## config.mk

```make
export PLATFORM = sky130hd
export DESIGN_NAME = running_mean_ctrl_flat
export DESIGN_NICKNAME = d
export VERILOG_FILES = /design/src/rtl/running_mean_pkg.sv /design/src/rtl/running_mean_ctrl_if.sv /design/src/rtl/rm_scale.sv /design/src/rtl/running_mean_ctrl.sv /design/src/flat_wrapper.sv
export SDC_FILE = /design/constraint.sdc
export NUM_CORES = 1
export LEC_CHECK = 0
export CAP_MARGIN = 20
export CORE_MARGIN = 1
export CORE_UTILIZATION = 55
export CTS_CLUSTER_DIAMETER = 40
export CTS_CLUSTER_SIZE = 16
export DETAILED_ROUTE_END_ITERATION = 7
export GPL_ROUTABILITY_DRIVEN = 0
export PLACE_DENSITY = 0.82
export SYNTH_ARGS = -nofsm -noshare
export SYNTH_HDL_FRONTEND = slang
export SYNTH_SLANG_ARGS = --single-unit
```

## constraint.sdc

```tcl
create_clock -name clk -period 9.36 [get_ports clk]
set_input_delay 1.872 -clock clk [delete_from_list [all_inputs] [get_ports clk]]
set_output_delay 1.872 -clock clk [all_outputs]
set_load 0.01 [all_outputs]
```

## src/rtl/running_mean_pkg.sv

```systemverilog
// Shared types and arithmetic for the running-mean sequencer.
// RUNNING_MEAN_ROUND_EN selects round-half-up in scale_q instead of truncation.
package running_mean_pkg;

  localparam int unsigned FRAC_W = 16;
  localparam int unsigned K_W    = FRAC_W + 1;
  localparam int unsigned MUL_W  = 32;
  localparam int unsigned PROD_W = MUL_W + K_W;

  localparam logic [K_W-1:0] ONE_Q = 17'd65536;

  typedef enum logic [2:0] {
    IDLE,
    RD,
    CALC,
    WR,
    FIN
  } state_e;

  // x * k in Q1.16, scaled back to an integer word
  function automatic logic [MUL_W-1:0] scale_q(input logic [MUL_W-1:0] x,
                                               input logic [K_W-1:0]   k);
    logic [PROD_W-1:0] p;
    p = PROD_W'(x) * PROD_W'(k);
`ifdef RUNNING_MEAN_ROUND_EN
    p = p + PROD_W'(ONE_Q >> 1);
`endif
    return MUL_W'(p >> FRAC_W);
  endfunction

endpackage

```

## src/rtl/running_mean_ctrl_if.sv

```systemverilog
// Bundle of start/done, RAM and multiplier signals around the running-mean sequencer.
interface running_mean_ctrl_if #(
  parameter int unsigned ADDR_W = 6,
  parameter int unsigned DATA_W = 32
);
  import running_mean_pkg::*;

  logic              start;
  logic [K_W-1:0]    one_by_n;
  logic              busy;
  logic              done;
  logic [ADDR_W-1:0] smp_addr;
  logic [DATA_W-1:0] smp_data;
  logic [ADDR_W-1:0] mean_addr;
  logic [DATA_W-1:0] mean_rdata;
  logic              mean_we;
  logic [DATA_W-1:0] mean_wdata;
  logic [MUL_W-1:0]  mul_d;
  logic [K_W-1:0]    mul_one_by_n;
  logic [MUL_W-1:0]  mul_prod;

  modport master (
    input  start, one_by_n, smp_data, mean_rdata, mul_prod,
    output busy, done, smp_addr, mean_addr, mean_we, mean_wdata, mul_d, mul_one_by_n
  );

  modport slave (
    output start, one_by_n, smp_data, mean_rdata, mul_prod,
    input  busy, done, smp_addr, mean_addr, mean_we, mean_wdata, mul_d, mul_one_by_n
  );

endinterface

```

## src/rtl/rm_scale.sv

```systemverilog
// Registered-input scaler: holds one sample word and forms x*one_by_n >> FRAC_W.
module rm_scale
  import running_mean_pkg::*;
(
  input  logic             clk,
  input  logic             rst,
  input  logic             load,
  input  logic [MUL_W-1:0] x_in,
  input  logic [K_W-1:0]   k,
  output logic [MUL_W-1:0] xs_c
);

  logic [MUL_W-1:0] x_q, x_d;

  always_comb begin
    x_d = x_q;
    if (load) x_d = x_in;
  end

  always_ff @(posedge clk or posedge rst) begin
    if (rst) x_q <= '0;
    else     x_q <= x_d;
  end

  assign xs_c = scale_q(x_q, k);

endmodule

```

## src/rtl/running_mean_ctrl.sv

```systemverilog
// Sequencer applying mean[i] = mean[i]*(1-1/n) + x[i]/n over one feature vector.
// Build option RUNNING_MEAN_ROUND_EN rounds the x/n term (see running_mean_pkg).
module running_mean_ctrl
  import running_mean_pkg::*;
#(
  parameter int unsigned NUM_FEAT = 64,
  parameter int unsigned ADDR_W   = 6,
  parameter int unsigned DATA_W   = 32
) (
  input  logic                 clk,
  input  logic                 rst,
  running_mean_ctrl_if.master  bus
);

  localparam logic [ADDR_W-1:0] LAST_IDX = ADDR_W'(NUM_FEAT - 1);

  state_e            state_q, state_d;
  logic [ADDR_W-1:0] idx_q, idx_d;
  logic [ADDR_W-1:0] smp_addr_q, smp_addr_d;
  logic [ADDR_W-1:0] mean_addr_q, mean_addr_d;
  logic              busy_q, busy_d;
  logic              done_q, done_d;
  logic              mean_we_q, mean_we_d;
  logic [MUL_W-1:0]  mul_d_q, mul_d_d;
  logic [K_W-1:0]    k_q, k_d;

  logic              x_load_c;
  logic [MUL_W-1:0]  xs_c;
  logic [MUL_W:0]    sum_c;
  logic [DATA_W-1:0] wdata_c;

  rm_scale u_scale (
    .clk  (clk),
    .rst  (rst),
    .load (x_load_c),
    .x_in (MUL_W'(bus.smp_data)),
    .k    (k_q),
    .xs_c (xs_c)
  );

  // Next-state and registered-output decode
  always_comb begin
    state_d     = state_q;
    idx_d       = idx_q;
    smp_addr_d  = smp_addr_q;
    mean_addr_d = mean_addr_q;
    mul_d_d     = mul_d_q;
    k_d         = k_q;
    done_d      = 1'b0;
    mean_we_d   = 1'b0;
    x_load_c    = 1'b0;

    case (state_q)
      IDLE: begin
        if (bus.start) begin
          k_d         = (bus.one_by_n > ONE_Q) ? ONE_Q : bus.one_by_n;
          idx_d       = '0;
          smp_addr_d  = '0;
          mean_addr_d = '0;
          state_d     = RD;
        end
      end
      RD: begin
        state_d = CALC;
      end
      CALC: begin
        mul_d_d   = MUL_W'(bus.mean_rdata);
        x_load_c  = 1'b1;
        mean_we_d = 1'b1;
        state_d   = WR;
      end
      WR: begin
        if (idx_q == LAST_IDX) begin
          done_d  = 1'b1;
          state_d = FIN;
        end else begin
          idx_d       = idx_q + 1'b1;
          smp_addr_d  = idx_q + 1'b1;
          mean_addr_d = idx_q + 1'b1;
          state_d     = RD;
        end
      end
      FIN: begin
        state_d = IDLE;
      end
      default: begin
        state_d = IDLE;
      end
    endcase

    busy_d = (state_d != IDLE);
  end

  always_ff @(posedge clk or posedge rst) begin
    if (rst) begin
      state_q     <= IDLE;
      idx_q       <= '0;
      smp_addr_q  <= '0;
      mean_addr_q <= '0;
      busy_q      <= 1'b0;
      done_q      <= 1'b0;
      mean_we_q   <= 1'b0;
      mul_d_q     <= '0;
      k_q         <= '0;
    end else begin
      state_q     <= state_d;
      idx_q       <= idx_d;
      smp_addr_q  <= smp_addr_d;
      mean_addr_q <= mean_addr_d;
      busy_q      <= busy_d;
      done_q      <= done_d;
      mean_we_q   <= mean_we_d;
      mul_d_q     <= mul_d_d;
      k_q         <= k_d;
    end
  end

  // Write data depends on the same-cycle multiplier result, so it is combinational
  // and gated to zero outside the write cycle.
  always_comb begin
    sum_c   = {1'b0, bus.mul_prod} + {1'b0, xs_c};
    wdata_c = '0;
    if (mean_we_q) begin
      if (sum_c[MUL_W]) wdata_c = DATA_W'({MUL_W{1'b1}});
      else              wdata_c = DATA_W'(sum_c[MUL_W-1:0]);
    end
  end

  assign bus.busy         = busy_q;
  assign bus.done         = done_q;
  assign bus.smp_addr     = smp_addr_q;
  assign bus.mean_addr    = mean_addr_q;
  assign bus.mean_we      = mean_we_q;
  assign bus.mean_wdata   = wdata_c;
  assign bus.mul_d        = mul_d_q;
  assign bus.mul_one_by_n = k_q;

endmodule
```

## src/flat_wrapper.sv

```systemverilog
// flat-port wrapper written by rule: the top's interface ports become plain ports
module running_mean_ctrl_flat import running_mean_pkg::*;
#(
  parameter int unsigned NUM_FEAT = 64,
  parameter int unsigned ADDR_W   = 6,
  parameter int unsigned DATA_W   = 32
)
  (clk, rst, bus_start, bus_one_by_n, bus_smp_data, bus_mean_rdata, bus_mul_prod, bus_busy, bus_done, bus_smp_addr, bus_mean_addr, bus_mean_we, bus_mean_wdata, bus_mul_d, bus_mul_one_by_n);
  running_mean_ctrl_if #(.ADDR_W(ADDR_W), .DATA_W(DATA_W)) bus_i ();
  input  logic clk;
  input  logic rst;
  input wire logic [$bits(bus_i.start)-1:0] bus_start;
  input wire logic [$bits(bus_i.one_by_n)-1:0] bus_one_by_n;
  input wire logic [$bits(bus_i.smp_data)-1:0] bus_smp_data;
  input wire logic [$bits(bus_i.mean_rdata)-1:0] bus_mean_rdata;
  input wire logic [$bits(bus_i.mul_prod)-1:0] bus_mul_prod;
  output wire logic [$bits(bus_i.busy)-1:0] bus_busy;
  output wire logic [$bits(bus_i.done)-1:0] bus_done;
  output wire logic [$bits(bus_i.smp_addr)-1:0] bus_smp_addr;
  output wire logic [$bits(bus_i.mean_addr)-1:0] bus_mean_addr;
  output wire logic [$bits(bus_i.mean_we)-1:0] bus_mean_we;
  output wire logic [$bits(bus_i.mean_wdata)-1:0] bus_mean_wdata;
  output wire logic [$bits(bus_i.mul_d)-1:0] bus_mul_d;
  output wire logic [$bits(bus_i.mul_one_by_n)-1:0] bus_mul_one_by_n;
  assign bus_i.start = bus_start;
  assign bus_i.one_by_n = bus_one_by_n;
  assign bus_i.smp_data = bus_smp_data;
  assign bus_i.mean_rdata = bus_mean_rdata;
  assign bus_i.mul_prod = bus_mul_prod;
  assign bus_busy = bus_i.busy;
  assign bus_done = bus_i.done;
  assign bus_smp_addr = bus_i.smp_addr;
  assign bus_mean_addr = bus_i.mean_addr;
  assign bus_mean_we = bus_i.mean_we;
  assign bus_mean_wdata = bus_i.mean_wdata;
  assign bus_mul_d = bus_i.mul_d;
  assign bus_mul_one_by_n = bus_i.mul_one_by_n;
  running_mean_ctrl #(.NUM_FEAT(NUM_FEAT), .ADDR_W(ADDR_W), .DATA_W(DATA_W)) u_core (.clk(clk), .rst(rst), .bus(bus_i));
endmodule
```

==> flow_summary.yaml, run 1 <==
run_status:
  status: "finished with violations"
  violations: "negative setup slack"
global_routing:
  grt_util_met1_pct: 35.65
  grt_overflow: 0
  grt_util_met3_pct: 4.112
  track_usage_pct: 31.65
  grt_pass1_wl_mm: 102.4
  antenna_found_initial: 0
  grt_max_degree: 76
  grt.met2_usage_pct: 56.49
  top_usage_layer: "met2"
  grt_pass1_vias: 20760
detailed_routing:
  drc_errors: 0
  first_pass_iters: 5
  routed_wl_mm: 69.30
  ant_nets: 0
  vias_per_cell: 5.617
  wl_per_cell_um: 19.98
  drt-initial-drc-count: 1654
  num_vias: 19480
critical_path:
  crit_top_cell: "fa_1"
  startpoint: "u_core.bus.mul_one_by_n[2]$_DFFE_PP0P_"
  path_class: "reg -> out"
  worst-path-max-fanout: 8
  cp.arrival_ps: 8530
  required_ps: 7490
  start_kind: "flip-flop"
  cpPeakStageDelay_ps: 540
  slowest_stage: "fa_1"
  end_kind: "output pin"
  regToRegStartpoint: "u_core.state_q[1]$_DFF_PP0_"
clocking:
  cts_root_buf: "clkbuf_16"
  cts_tree: "yes"
  cts-buffers-inserted: 9
  insertion_delay_ps: 350
  clk_pin_slew_ps: 70
  numClockSinks: 93
  cts_htree_levels: 3
  clockBufferDepth: 2
yosys:
  synth.distinct_cells: 64
  synth.avg_cell_area_um2: 8.984
  syn_area_um2: 21990
  synth_edf_count: 0
  synth_seq_cells: 93
  synthCells: 2448
  async_reset_ff_share_pct: 100.0
  ys.flop_type: "dfrtp_1"
  yosysSeqAreaShare_pct: 10.58
  ys_warn_count: 0
  syn-num-nets: 3164
cells_and_area:
  final_common_cell: "inv_1"
  diodes: 0
  fillers: 2505
  final_cell_mix: "inv_1, fa_1, nand2_1"
  drive_gt1_share_pct: 22.94
  fin_nets: 3662
  syn_to_final_growth_pct: 30.03
timing:
  tns_ps: -32600
  clock_skew_ps: 11.98
  slew_viol_final: 0
  fin_crit_ps: 10400
  clock.fmax_mhz: 96.14
  layout_setup_ws_ps: -1041
  rsz0062_at_grt: "yes"
  worst_slew_pin_slew_ps: 980.2
  setup_violations: 32
  hold_viol: 0
  timing.hold.ws_ps: 512.0
  slew_headroom_pct: 33.73
  post-route-period-util_pct: 111.1
min_path:
  hp-start: "u_core.bus.mul_d[12]$_DFFE_PP0P_"
  hp-class: "reg -> reg"
floorplanning:
  core_area_um2: 39010
  initial_core_util_pct: 56.38
  fp.dieW_um: 202.0
  num_rows: 72
  die_h_um: 202.0
  die_area_um2: 40790
  ios: 212
placement:
  io_buffers: 211
  hpwl_mm: 51.33
flow_run:
  maxCapViolCount: 0
## Yosys cell counts (4+ instances only)
library cell    n  share of area [%]
inv_1         555                9.5
fa_1          447                 41
nand2_1       420                7.2
and2_1        165                4.7
ha_1          153                8.7
clkbuf_1      119                2.0
dfrtp_1        93                 11
mux2_2         64                3.3
a21oi_1        61                1.4
xnor2_1        47                1.9
nor2_1         40               0.68
o21a_1         36                1.2
a21o_1         31                1.1
o21ai_0        22               0.50
xor2_1         20               0.80
nand4_1        18               0.51
nand3_1        15               0.34
a22o_1         14               0.56
and3_1         11               0.31
o21bai_1       11               0.38
a211oi_1        9               0.31
nor3_1          7               0.16
a31oi_1         6               0.17
buf_4           6               0.20
o211ai_1        6               0.20
buf_2           5               0.11
nor4_1          5               0.14
a31o_2          4               0.16
nand2b_1        4               0.11
nor2b_1         4               0.11
o21ai_1         4              0.091
or3_1           4               0.11
## cell type report
class | instances | area (um2) | share of cell area (%)
flip-flops and latches | 93 | 2341 | 8.186
well taps | 518 | 648.1 | 2.266
multi-input cells | 1668 | 17790 | 62.20
inverters | 555 | 2085 | 7.289
clock buffers | 10 | 239.0 | 0.8357
clock inverters | 6 | 46.29 | 0.1619
repair buffers | 619 | 5450 | 19.06
## final timing paths
path	endpoint	cells past startpoint	slack, ps
worst max-delay path	bus_mean_wdata[4]	35	-1040
worst min-delay path	u_core.bus.mul_d[12]$_DFFE_PP0P_	1	510
worst max register to register	u_core.bus.mul_one_by_n[0]$_DFFE_PP0P_	4	6900
worst min register to register	u_core.bus.mul_d[12]$_DFFE_PP0P_	1	510
max in group asynchronous	u_core.bus.mul_one_by_n[14]$_DFFE_PP0P_	3	6240
min in group asynchronous	u_core.bus.mul_d[11]$_DFFE_PP0P_	2	1790
## critical path: cells and delay by family, from the launching register on
| family | cells | cell delay, ps |
|---|---|---|
| fa+ha+maj | 8 | 3670 |
| compound gates | 12 | 1800 |
| buf+inv | 9 | 1100 |
| simple gates | 5 | 960 |
| flops | 1 | 480 |
| xor+xnor | 1 | 160 |
## stage by stage
stage / instances / setup WS, ps / cell area, um2 / util, %
finish: 3469 / -1041 / 28600 / 73.31
global route: 3469 / -1302 / 28600 / 73.31
CTS: 3428 / -832.3 / 27780 / 71.22
detailed placement: 3385 / -1180 / 27050 / 69.35
global placement: 3384 / -975.4 / 27020 / 69.27
floorplan: 2448 / 4.437 / 22100 / -
## cells by family after synthesis
logic type | after synthesis | share of synthesized area (%)
buffers and inverters | 687 | 11.86
flip-flops | 93 | 10.58
multiplexers | 66 | 3.368
XOR/XNOR | 67 | 2.668
adder cells (fa/ha/maj) | 600 | 49.39
AND/OR/NAND/NOR | 701 | 14.66
AO/OA/AOI/OAI | 234 | 7.464
## layer usage
layer	part of all wire, %	wire (um)	vias up
met4	7.5	5232	0
li1	-	-	8349
met3	6.5	4517	365
met1	34	23660	9783
met5	0	0	-
met2	52	35890	987
## what timing repair did
item	4_1_cts	5_1_grt
hold buffers	0	0
gates cloned	3	1
pin swaps	78	78
buffers inserted	24	41
hold endpoints to repair	0	0
setup endpoints to repair	32	32
gates resized for setup	203	115
## registers in the layout, indices dropped and copies added, names as in the netlist
| name | flops |
|---|---|
| u_core.bus.mul_d | 32 |
| u_core.idx_q | 6 |
| u_core.bus.busy | 1 |
| u_core.u_scale.x_q | 32 |
| u_core.bus.mean_we | 1 |
| u_core.state_q | 3 |
| u_core.bus.mul_one_by_n | 17 |
| u_core.bus.done | 1 |
Power of run 1 is left out: the tool's default activity adds up to more than one toggle a clock period on the data nets, which glitch-free logic cannot reach.
==> inputs of run 2 (changes only) <==
- RECOVER_POWER: not set -> 25
==> run 2 against run 1 <==
The flow finishes with violations (max-capacitance violations, max-slew violations, negative setup slack). Flip-flop and latch count did not move. Maximum frequency barely moved. Wire length barely moved. Clock skew barely moved. Highest routed layer unchanged.
==> flow_summary.yaml, run 2 (synthesis gave the netlist of run 1 again) <==
timing:
  fin_crit_ps: 10390
  hold_viol: 0
  layout_setup_ws_ps: -1034
  clock_skew_ps: 11.55
  clock.fmax_mhz: 96.21
  rsz0062_at_grt: "yes"
  post-route-period-util_pct: 111.0
  slew_viol_final: 32
  slew_headroom_pct: -22.44
  setup_violations: 32
  worst_slew_pin_slew_ps: 1837
critical_path:
  cpPeakStageDelay_ps: 540
  slowest_stage: "fa_1"
  end_kind: "output pin"
  required_ps: 7490
  worst-path-max-fanout: 8
  crit_top_cell: "fa_1"
  path_class: "reg -> out"
  cp.arrival_ps: 8520
  start_kind: "flip-flop"
min_path:
  hp-class: "reg -> reg"
detailed_routing:
  num_vias: 19480
  drc_errors: 0
  wl_per_cell_um: 19.99
  vias_per_cell: 5.614
  routed_wl_mm: 69.36
  ant_nets: 0
  first_pass_iters: 6
  drt-initial-drc-count: 1625
clocking:
  insertion_delay_ps: 350
  cts-buffers-inserted: 9
  numClockSinks: 93
  cts_htree_levels: 3
  cts_hold_buf: 0
  clk_pin_slew_ps: 70
  cts_tree: "yes"
  clockBufferDepth: 2
  cts_root_buf: "clkbuf_16"
placement:
  hpwl_mm: 51.33
  io_buffers: 211
  dp_cells: 3385
floorplanning:
  die_h_um: 202.0
  num_rows: 72
  core_area_um2: 39010
  fp.dieW_um: 202.0
  die_area_um2: 40790
  ios: 212
  initial_core_util_pct: 56.38
global_routing:
  grt_pass1_vias: 20760
  grt_max_degree: 76
  antenna_found_initial: 0
  grt_pass1_wl_mm: 102.4
  grt_overflow: 0
  track_usage_pct: 31.65
cells_and_area:
  final_cell_mix: "inv_1, fa_1, nand2_1"
  diodes: 0
  fin_cells: 3469
  fin_util_pct: 73.29
  drive_gt1_share_pct: 22.87
  fin_nets: 3662
  final_common_cell: "inv_1"
  syn_to_final_growth_pct: 29.99
  fillers: 2508
run_status:
  violations: "max-capacitance violations, max-slew violations, negative setup slack"
  status: "finished with violations"
flow_run:
  maxCapViolCount: 1
==> run 2: repair_timing <==
| action | CTS | global route |
|---|---|---|
| setup endpoints to repair | 32 | 32 |
| pin swaps | 78 | 78 |
| setup buffers | 24 | 41 |
| hold endpoints to repair | 0 | 0 |
| resized for setup | 203 | 115 |
| cloned | 3 | 1 |
==> run 2: routing by layer <==
layer  GRT usage [%]  wire, um
met1           35.65     23850
met2           56.49     35820
met3           4.112      4377
met4           20.27      5306
met5               0         0
==> run 2: metrics by stage <==
stage	setup WS [ps]	cell area, um2	setup TNS [ps]	hold WS, ps
floorplan	4.437	22100	0	480.1
global placement	-975.4	27020	-28360	487.4
detailed placement	-1180	27050	-32530	496.6
CTS	-832.3	27780	-25850	512.6
global route	-1302	28590	-40790	524.8
finish	-1034	28590	-32380	512.0
==> run 2: layout make-up <==
| type | instances | area [um2] | area share, % |
|---|---|---|---|
| inverter | 555 | 2085 | 7.291 |
| multi-input combinational | 1668 | 17780 | 62.20 |
| sequential | 93 | 2341 | 8.189 |
| tap | 518 | 648.1 | 2.267 |
| clock inverter | 6 | 46.29 | 0.1619 |
| clock buffer | 10 | 239.0 | 0.8359 |
| timing repair buffer | 619 | 5446 | 19.05 |
==> run 2: final timing paths <==
path | startpoint | endpoint | slack, ps | depth (start not counted)
worst max-delay path | u_core.bus.mul_one_by_n[2]$_DFFE_PP0P_ | bus_mean_wdata[4] | -1030 | 35
worst min-delay path | u_core.bus.mul_d[12]$_DFFE_PP0P_ | u_core.bus.mul_d[12]$_DFFE_PP0P_ | 510 | 1
worst max register to register | u_core.state_q[0]$_DFF_PP0_ | u_core.u_scale.x_q[22]$_DFFE_PP0P_ | 6650 | 3
worst min register to register | u_core.bus.mul_d[12]$_DFFE_PP0P_ | u_core.bus.mul_d[12]$_DFFE_PP0P_ | 510 | 1
max in group asynchronous | rst | u_core.bus.mul_one_by_n[3]$_DFFE_PP0P_ | 5790 | 3
min in group asynchronous | rst | u_core.bus.mul_d[11]$_DFFE_PP0P_ | 2080 | 2
==> run 2: critical path: cells and delay by family, from the launching register on <==
family	cells	cell delay, ps
XOR/XNOR	1	160
adder cells (fa/ha/maj)	8	3660
buffers and inverters	9	1080
flip-flops	1	480
AO/OA/AOI/OAI	12	1800
AND/OR/NAND/NOR	5	960
Power of run 2 is left out for the same reason.
